$ cat src/rtl/mshr_miss_ctrl.sv
// Non-blocking L1 miss controller: DEPTH-entry MSHR file, dirty-victim writeback ahead of refill, tagged out-of-order completion.
// A clean miss reaches L2 two cycles after acceptance; l2_stall holds only the issue FSM, and fill_we follows l2_done by one cycle regardless.
module mshr_miss_ctrl #(
    parameter int ADDR_W     = 26,
    parameter int DEPTH      = 4,
    parameter int L2_CLK_DIV = 1
) (
    input  logic                      clock,
    input  logic                      reset,
    input  logic                      miss_valid,
    input  logic [ADDR_W-1:0]         miss_addr,
    input  logic                      miss_dirty,
    input  logic [ADDR_W-1:0]         miss_victim_addr,
    input  logic                      lookup_valid,
    input  logic [ADDR_W-1:0]         lookup_addr,
    input  logic                      l2_stall,
    input  logic                      l2_done,
    input  logic [$clog2(DEPTH)-1:0]  l2_done_tag,
    output logic                      l2_valid,
    output logic                      l2_rw,
    output logic [ADDR_W-1:0]         l2_addr,
    output logic [$clog2(DEPTH)-1:0]  l2_tag,
    output logic                      wb_rd_valid,
    output logic                      fill_we,
    output logic [ADDR_W-1:0]         fill_addr,
    output logic                      stall_out,
    output logic [$clog2(DEPTH):0]    mshr_count,
    output logic                      protocol_err
);
    localparam int TAG_W = $clog2(DEPTH);
    localparam int CW    = TAG_W + 1;
    localparam int HOLD  = 2 * L2_CLK_DIV + 1;
    localparam int CNT_W = $clog2(HOLD + 1);

    typedef enum logic [1:0] {IDLE, WB_ISSUE, WB_HOLD, RD_ISSUE} state_t;

    logic [DEPTH-1:0]  ent_valid;
    logic [DEPTH-1:0]  ent_issued;
    logic [DEPTH-1:0]  ent_dirty;
    logic [ADDR_W-1:0] ent_addr   [DEPTH];
    logic [ADDR_W-1:0] ent_victim [DEPTH];

    state_t            state;
    logic [TAG_W-1:0]  sel;
    logic [CNT_W-1:0]  hold_cnt;

    logic              miss_hit;
    logic              look_hit;
    logic              pend_found;
    logic              full;
    logic              alloc;
    logic              done_ok;
    logic              issue_rd;
    logic [TAG_W-1:0]  free_idx;
    logic [TAG_W-1:0]  pend_idx;

    // Descending scan so the lowest index wins both priority picks.
    always_comb begin
        miss_hit   = 1'b0;
        look_hit   = 1'b0;
        pend_found = 1'b0;
        free_idx   = '0;
        pend_idx   = '0;
        for (int i = DEPTH - 1; i >= 0; i--) begin
            if (!ent_valid[i]) begin
                free_idx = TAG_W'(i);
            end
            if (ent_valid[i] && !ent_issued[i]) begin
                pend_found = 1'b1;
                pend_idx   = TAG_W'(i);
            end
            if (ent_valid[i] && ent_addr[i] == miss_addr) begin
                miss_hit = 1'b1;
            end
            if (ent_valid[i] && ent_addr[i] == lookup_addr) begin
                look_hit = 1'b1;
            end
        end
    end

    assign full      = &ent_valid;
    assign alloc     = miss_valid && !full && !miss_hit;
    assign done_ok   = l2_done && ent_valid[l2_done_tag] && ent_issued[l2_done_tag];
    assign issue_rd  = (state == RD_ISSUE) && !l2_stall;
    assign stall_out = (lookup_valid && look_hit) || (miss_valid && full);

    // Alloc, issue and completion always touch distinct slots, so their updates never collide.
    always_ff @(posedge clock or negedge reset) begin
        if (!reset) begin
            ent_valid    <= '0;
            ent_issued   <= '0;
            ent_dirty    <= '0;
            for (int i = 0; i < DEPTH; i++) begin
                ent_addr[i]   <= '0;
                ent_victim[i] <= '0;
            end
            fill_we      <= 1'b0;
            fill_addr    <= '0;
            protocol_err <= 1'b0;
            mshr_count   <= '0;
        end else begin
            if (alloc) begin
                ent_valid[free_idx]  <= 1'b1;
                ent_issued[free_idx] <= 1'b0;
                ent_dirty[free_idx]  <= miss_dirty;
                ent_addr[free_idx]   <= miss_addr;
                ent_victim[free_idx] <= miss_victim_addr;
            end
            if (issue_rd) begin
                ent_issued[sel] <= 1'b1;
            end
            if (done_ok) begin
                ent_valid[l2_done_tag]  <= 1'b0;
                ent_issued[l2_done_tag] <= 1'b0;
                fill_addr               <= ent_addr[l2_done_tag];
            end
            fill_we <= done_ok;
            if (l2_done && !done_ok) begin
                protocol_err <= 1'b1;
            end
            mshr_count <= mshr_count + CW'(alloc) - CW'(done_ok);
        end
    end

    always_ff @(posedge clock or negedge reset) begin
        if (!reset) begin
            state       <= IDLE;
            sel         <= '0;
            hold_cnt    <= '0;
            l2_valid    <= 1'b0;
            l2_rw       <= 1'b0;
            l2_addr     <= '0;
            l2_tag      <= '0;
            wb_rd_valid <= 1'b0;
        end else begin
            l2_valid <= 1'b0;
            l2_rw    <= 1'b0;
            case (state)
                IDLE: begin
                    if (pend_found && !l2_stall) begin
                        sel   <= pend_idx;
                        state <= ent_dirty[pend_idx] ? WB_ISSUE : RD_ISSUE;
                    end
                end
                WB_ISSUE: begin
                    l2_valid    <= 1'b1;
                    l2_rw       <= 1'b1;
                    l2_addr     <= ent_victim[sel];
                    wb_rd_valid <= 1'b1;
                    hold_cnt    <= CNT_W'(1);
                    state       <= WB_HOLD;
                end
                WB_HOLD: begin
                    // The last hold step waits for L2 so victim data stays valid until it is taken.
                    if (hold_cnt == CNT_W'(HOLD)) begin
                        if (!l2_stall) begin
                            wb_rd_valid <= 1'b0;
                            state       <= RD_ISSUE;
                        end
                    end else if (hold_cnt != CNT_W'(HOLD - 1) || !l2_stall) begin
                        hold_cnt <= hold_cnt + CNT_W'(1);
                    end
                end
                RD_ISSUE: begin
                    if (!l2_stall) begin
                        l2_valid <= 1'b1;
                        l2_addr  <= ent_addr[sel];
                        l2_tag   <= sel;
                        state    <= IDLE;
                    end
                end
                default: state <= IDLE;
            endcase
        end
    end
endmodule

$ cat config.mk
export PLATFORM = sky130hd
export DESIGN_NAME = mshr_miss_ctrl
export DESIGN_NICKNAME = d
export VERILOG_FILES = /design/src/rtl/mshr_miss_ctrl.sv
export SDC_FILE = /design/constraint.sdc
export NUM_CORES = 1
export LEC_CHECK = 0
export CORE_ASPECT_RATIO = 1.75
export CORE_MARGIN = 2
export CORE_UTILIZATION = 40
export DETAILED_ROUTE_END_ITERATION = 10
export DONT_BUFFER_PORTS = 1
export GPL_TIMING_DRIVEN = 0
export MAX_ROUTING_LAYER = met4
export PLACE_DENSITY = 0.5
export SYNTH_ARGS = -nofsm -noshare
export SYNTH_HDL_FRONTEND = slang
export SYNTH_SLANG_ARGS = --single-unit
$ cat constraint.sdc
create_clock -name clock -period 8.3 [get_ports clock]
set_input_delay 0.83 -clock clock [delete_from_list [all_inputs] [get_ports clock]]
set_output_delay 0.83 -clock clock [all_outputs]
set_load 0.02 [all_outputs]
==> results of run 1 <==
==> worst paths after layout <==
| path | end | slack [ps] | cells after the start |
|---|---|---|---|
| worst max-delay path | mshr_count[2] | 4550 | 12 |
| worst min-delay path | fill_addr[11] | 230 | 1 |
| worst max register to register | mshr_count[2] | 4550 | 12 |
| worst min register to register | ent_victim[82] | 490 | 1 |
| max in group asynchronous | ent_victim[20] | 6830 | 2 |
| min in group clock | ent_victim[87] | 390 | 1 |
==> repair_timing <==
action	4_1_cts	5_1_grt
setup buffers	0	0
setup endpoints to repair	0	0
hold buffers	1	0
endpoints found under the hold margin	288	0
==> critical path, cell delays in order (launching register included) <==
cell and delay [ps]:
dfrtp_1 440, xnor2_1 490, nand4_1 210, nor3_1 580, nand2_1 340, nand3_1 350, ha_1 300, inv_1 50
ha_1 120, inv_1 50, fa_1 400, xnor2_1 150, xnor2_1 130
==> power by group through the flow <==
| stage | Combinational (uW) | Clock (uW) | Sequential, uW |
|---|---|---|---|
| after floorplan | 2270 | 0 | 2750 |
| after global placement | 3050 | 0 | 3050 |
| after detailed placement | 3070 | 0 | 3080 |
| after CTS | 3120 | 1410 | 3050 |
| after global routing | 3310 | 1470 | 3140 |
| final | 3090 | 1370 | 3050 |
==> sequential cells by signal, indices dropped and copies added (netlist names) <==
register and count:
protocol_err 1, ent_valid 4, l2_addr 26, fill_addr 26, ent_addr 104, ent_issued 4
fill_we 1, mshr_count 3, l2_valid 1, sel 2, l2_tag 2, hold_cnt 2
ent_dirty 4, wb_rd_valid 1, l2_rw 1, ent_victim 104, state 2
==> cells in the final DEF, fill, tap and decap left out, types with 11 or more instances in the layout <==
cell type  synthesis  routed
o21ai_0           29      29
mux2_2           217     217
nor2_1            11      11
nand2_1           44      44
buf_4             35      35
mux4_2            78      78
clkbuf_1          30      36
mux2_1            24      24
nor4_1            17      17
mux2i_1           29      29
clkbuf_16          0      31
xor2_1            44      44
inv_1             14      14
nand4_1           47      47
dfrtp_1          288     288
xnor2_1          166     166
==> through the flow <==
step / util / cells / setup slack (ps) / total power, uW / cell area, um^2
after floorplan: - / 1168 / 5040 / 5020 / 15800
after global placement: 0.419 / 1658 / 4100 / 6090 / 16400
after detailed placement: 0.419 / 1658 / 4110 / 6150 / 16400
after CTS: 0.446 / 1715 / 4630 / 7580 / 17400
after global routing: 0.446 / 1716 / 4450 / 7920 / 17400
final: 0.446 / 1716 / 4550 / 7510 / 17400
==> logic make-up (layout without fill, tap and decap cells) <==
group,count (synthesis),in the layout,share of synthesized area
AND/OR/NAND/NOR,152,152,0.0538
multiplexers,348,348,0.302
buffers and inverters,103,161,0.0381
XOR/XNOR,210,210,0.117
flip-flops,288,288,0.458
AO/OA/AOI/OAI,57,57,0.0231
adder cells (fa/ha/maj),10,10,0.00842
==> final cells by class <==
type                    count  share of cell area
plain buffers              88              0.0312
clock buffers              46              0.0529
clock inverters            10             0.00474
inverters                  15             0.00323
multi-input cells         777               0.456
flip-flops and latches    288               0.414
well taps                 490              0.0352
repair buffers              2             0.00316
==> per-layer routing <==
layer / track usage / wire [um]
met2: 0.469 / 27700
met3: 0.0453 / 2490
met1: 0.282 / 18300
met5: - / 0
met4: 0.119 / 2540
==> results.py, run 1 <==
metrics = {
    "synth": {
        "postSynthCellCount": 1168,
        "yosysWarnings": 0,
        "synth_cell_types": 46,
        "synth.most_common_cell": "dfrtp_1",
        "async_flop_share": 1.00,
        "synth_enable_flop_cells": 0,
        "synthesis.nets": 1265,
        "synth_flop_cell": "dfrtp_1",
        "synth_area_um2": 15800,
        "yosys_register_bits": 288,
        "synth_area_leader_cell": "dfrtp_1",
        "synth_area_leaders": "dfrtp_1 46%, mux2_2 16%, mux4_2 11%",
        "seq_area_frac_synth": 0.458,
        "syn_avg_cell_area_um2": 13.5,
        "synth_top_cell_area_share": 0.458,
        "yosys-top-cells-count": "288 x dfrtp_1, 217 x mux2_2, 166 x xnor2_1, 78 x mux4_2, 47 x nand4_1",
    },
    "clocking": {
        "cts_resized": 0,
        "cts_max_level": 1,
        "clkTransAtPathRegs_ps": 60,
        "cts_sinks": 288,
        "clk_path_buf_depth": 3,
        "clk_latency_ps": 570,
        "cts_tree": "built",
        "cts_buffers": 30,
        "cts_root_buffer": "clkbuf_16",
    },
    "timing": {
        "rsz0062_at_grt": "no",
        "clock_skew_ps": 12.9,
        "slew_headroom": 0.254,
        "finalCritPeriodShare": 0.452,
        "slew_violations": 0,
        "timing.hold.ws_ps": 234,
        "fmax_mhz": 267,
        "period_needed_ps": 3750,
        "worst_pin_slew_ps": 1120,
        "finalSetupViolations": 0,
        "fin_tns_setup_ps": 0,
        "finalHoldViolations": 0,
    },
    "global_routing": {
        "grt_overflow_total": 0,
        "grt_max_degree": 289,
        "grt_pass1_vias": 10700,
        "grt_pass1_wl_mm": 75.2,
        "grt_use_total": 0.262,
        "antenna_found_initial": 0,
    },
    "routing": {
        "drt_iter0_drc": 459,
        "wire_per_inst_um": 29.8,
        "vias": 9804,
        "ant_nets": 0,
        "routed_wl_mm": 51.1,
        "via_per_inst": 5.71,
        "drc": 0,
        "dr.pass1.iters": 5,
    },
    "place": {
        "place_congestion": 1.01,
        "post-dp-hpwl_mm": 39.5,
        "port-buffer-count": 0,
    },
    "worst_setup_path": {
        "arrival_ps": 4200,
        "cp-start-kind": "flip-flop",
        "criticalPathCategory": "reg2reg",
        "r2r-start": "ent_addr[70]",
        "crit_required_ps": 8750,
        "startpoint": "ent_addr[70]",
        "worstSetupEndpointType": "flip-flop",
        "path_max_fanout": 5,
    },
    "final_layout": {
        "area_delta_synth_final_pct": 10.6,
        "fillerInstances": 3596,
        "drive_above_1_share": 0.332,
        "final_nets": 1299,
        "multiInputGateArea_um2": 7940,
        "antenna_cells": 0,
        "seq_area_um2": 7210,
    },
    "power": {
        "p_leak_uw": 0.00711,
        "clkPwrFrac": 0.183,
        "power.internal_uw": 4510,
        "power_frac_comb": 0.411,
        "p_per_area_nw_per_um2": 431,
        "p_switching_uw": 3000,
        "vdd_drop_max_mv": 0.217,
        "p_sw_frac": 0.400,
        "seqPwrFrac": 0.406,
    },
    "die": {
        "core_um2": 39000,
        "dieArea_um2": 41000,
        "initial_core_util": 0.403,
        "pin_count": 150,
        "placementRows": 96,
        "die_x_um": 154,
        "floorplan.die.height_um": 267,
    },
    "job": {
        "maxCapViolCount": 0,
    },
    "outcome": {
        "outcome": "finished clean",
    },
    "hold_path": {
        "hp-class": "in2async",
    },
}
No activity file was read; power rests on OpenSTA's default activity.
==> inputs of run 2 (changes only) <==
- clock period: 8.3 -> 3.7 ns (I/O delays scaled with it)
==> results.py, run 2 (synthesis results as in run 1) <==
metrics = {
    "clocking": {
        "cts_hold_buf": 27,
        "cts_tree": "built",
        "cts_sinks": 288,
        "cts_setup_buffers": 0,
        "cts_root_buffer": "clkbuf_16",
        "clkTransAtPathRegs_ps": 60,
        "clk_path_buf_depth": 3,
        "clk_latency_ps": 570,
        "cts_max_level": 1,
        "cts_buffers": 30,
    },
    "timing": {
        "finalCritPeriodShare": 0.964,
        "worst_pin_slew_ps": 1320,
        "finalHoldViolations": 288,
        "finalSetupViolations": 0,
        "rsz0062_at_grt": "no",
        "clock_skew_ps": 14.3,
        "slew_violations": 0,
        "period_needed_ps": 3570,
        "setup_slack_ps": 132,
        "fmax_mhz": 280,
        "slew_headroom": 0.119,
        "timing.hold.ws_ps": -506,
    },
    "global_routing": {
        "grt_use_total": 0.261,
        "grt_pass1_wl_mm": 75.3,
        "grt_pass1_vias": 10700,
        "grt_max_degree": 289,
        "grt_overflow_total": 0,
        "antenna_found_initial": 0,
    },
    "power": {
        "power.internal_uw": 10100,
        "power_frac_comb": 0.409,
        "p_leak_uw": 0.00720,
        "p_total_uw": 16800,
        "vdd_drop_max_mv": 0.487,
        "p_per_area_nw_per_um2": 952,
        "p_switching_uw": 6680,
        "p_sw_frac": 0.398,
        "clkPwrFrac": 0.183,
        "seqPwrFrac": 0.408,
    },
    "die": {
        "core_um2": 39000,
        "pin_count": 150,
        "floorplan.die.height_um": 267,
        "initial_core_util": 0.403,
        "die_x_um": 154,
        "placementRows": 96,
        "dieArea_um2": 41000,
    },
    "worst_setup_path": {
        "crit_path_cell_trace": "xnor2_1 > nand4_1 > nor3_1 > a221oi_4 > nand3_1 > ha_1 > inv_1 > ha_1 > inv_1 > fa_1 > xnor2_1 > xnor2_1",
        "slowest_delay_ps": 500,
        "crit_required_ps": 4150,
        "cp-start-kind": "flip-flop",
        "slowest_stage": "xnor2_1",
        "arrival_ps": 4020,
        "worstSetupEndpointType": "flip-flop",
        "path_max_fanout": 6,
        "criticalPathCategory": "reg2reg",
        "path_common_cell": "xnor2_1",
    },
    "routing": {
        "wire_per_inst_um": 29.4,
        "vias": 9894,
        "dr.pass1.iters": 5,
        "drc": 0,
        "via_per_inst": 5.69,
        "drt_iter0_drc": 508,
        "ant_nets": 0,
        "routed_wl_mm": 51.1,
    },
    "final_layout": {
        "area_delta_synth_final_pct": 12.0,
        "design_area_um2": 17600,
        "final_util": 0.452,
        "final_nets": 1323,
        "drive_above_1_share": 0.326,
        "seq_area_um2": 7210,
        "final_common_cell": "dfrtp_1",
        "multiInputGateArea_um2": 7960,
        "fillerInstances": 3591,
        "final_cell_mix": "288 x dfrtp_1, 217 x mux2_2, 166 x xnor2_1",
        "reg_top3": "ent_addr: 104 flops, ent_victim: 104 flops",
        "antenna_cells": 0,
    },
    "outcome": {
        "outcome": "finished, violations left",
        "violations": "negative hold slack",
    },
    "place": {
        "place_area_um2": 16400,
        "port-buffer-count": 0,
        "post-dp-hpwl_mm": 39.5,
        "pre_cts_ws_ps": -30.6,
        "place_congestion": 1.01,
    },
    "hold_path": {
        "hp-class": "in2async",
    },
    "job": {
        "maxCapViolCount": 0,
    },
}
run 2: final cells by class:
| type | instances | area share |
|---|---|---|
| well taps | 490 | 0.0347 |
| multi-input cells | 777 | 0.451 |
| clock buffers | 46 | 0.0523 |
| flip-flops and latches | 288 | 0.408 |
| inverters | 15 | 0.00319 |
| clock inverters | 10 | 0.00468 |
| repair buffers | 27 | 0.0153 |
| plain buffers | 87 | 0.0306 |
run 2: worst paths after layout:
check                                from              to  slack, ps  cells after the start
max                          ent_addr[44]   mshr_count[2]        130                     12
min                                 reset   fill_addr[11]       -510                      0
max reg2reg                  ent_addr[44]   mshr_count[2]        130                     12
min reg2reg                ent_victim[82]  ent_victim[82]        490                      1
max in group asynchronous           reset   fill_addr[16]       3130                      0
min in group clock                l2_done    protocol_err         20                      2
run 2: per-stage QoR:
step	hold slack (ps)	TNS (ps)	cells
after floorplan	74.4	0	1168
after global placement	87.4	-42.6	1658
after detailed placement	88.9	-30.6	1658
after CTS	-531	0	1741
after global routing	-533	0	1740
final	-506	0	1740
run 2: metal layers:
metal,vias up,routed length (um),track usage
met5,-,0,-
met4,0,2550,0.119
met3,83,2530,0.0437
met2,259,27700,0.469
met1,5221,18300,0.282
li1,4331,-,-
run 2: power by group through the flow:
| stage | registers (uW) | clock network, uW | logic [uW] |
|---|---|---|---|
| after floorplan | 6160 | 0 | 5100 |
| after global placement | 6840 | 0 | 6830 |
| after detailed placement | 6910 | 0 | 6880 |
| after CTS | 6840 | 3160 | 6970 |
| after global routing | 7070 | 3300 | 7360 |
| final | 6850 | 3080 | 6870 |
run 2: repair_timing:
item                                   4_1_cts  5_1_grt
endpoints found under the hold margin      396      288
setup endpoints to repair                    0        1
resized for setup                            0        2
run 2: critical path: cells and delay by family, from the launching register on:
kind	cells	cell delay [ps]
compound gates	1	200
xor+xnor	3	780
fa+ha+maj	3	820
buf+inv	2	100
flops	1	450
simple gates	3	1100
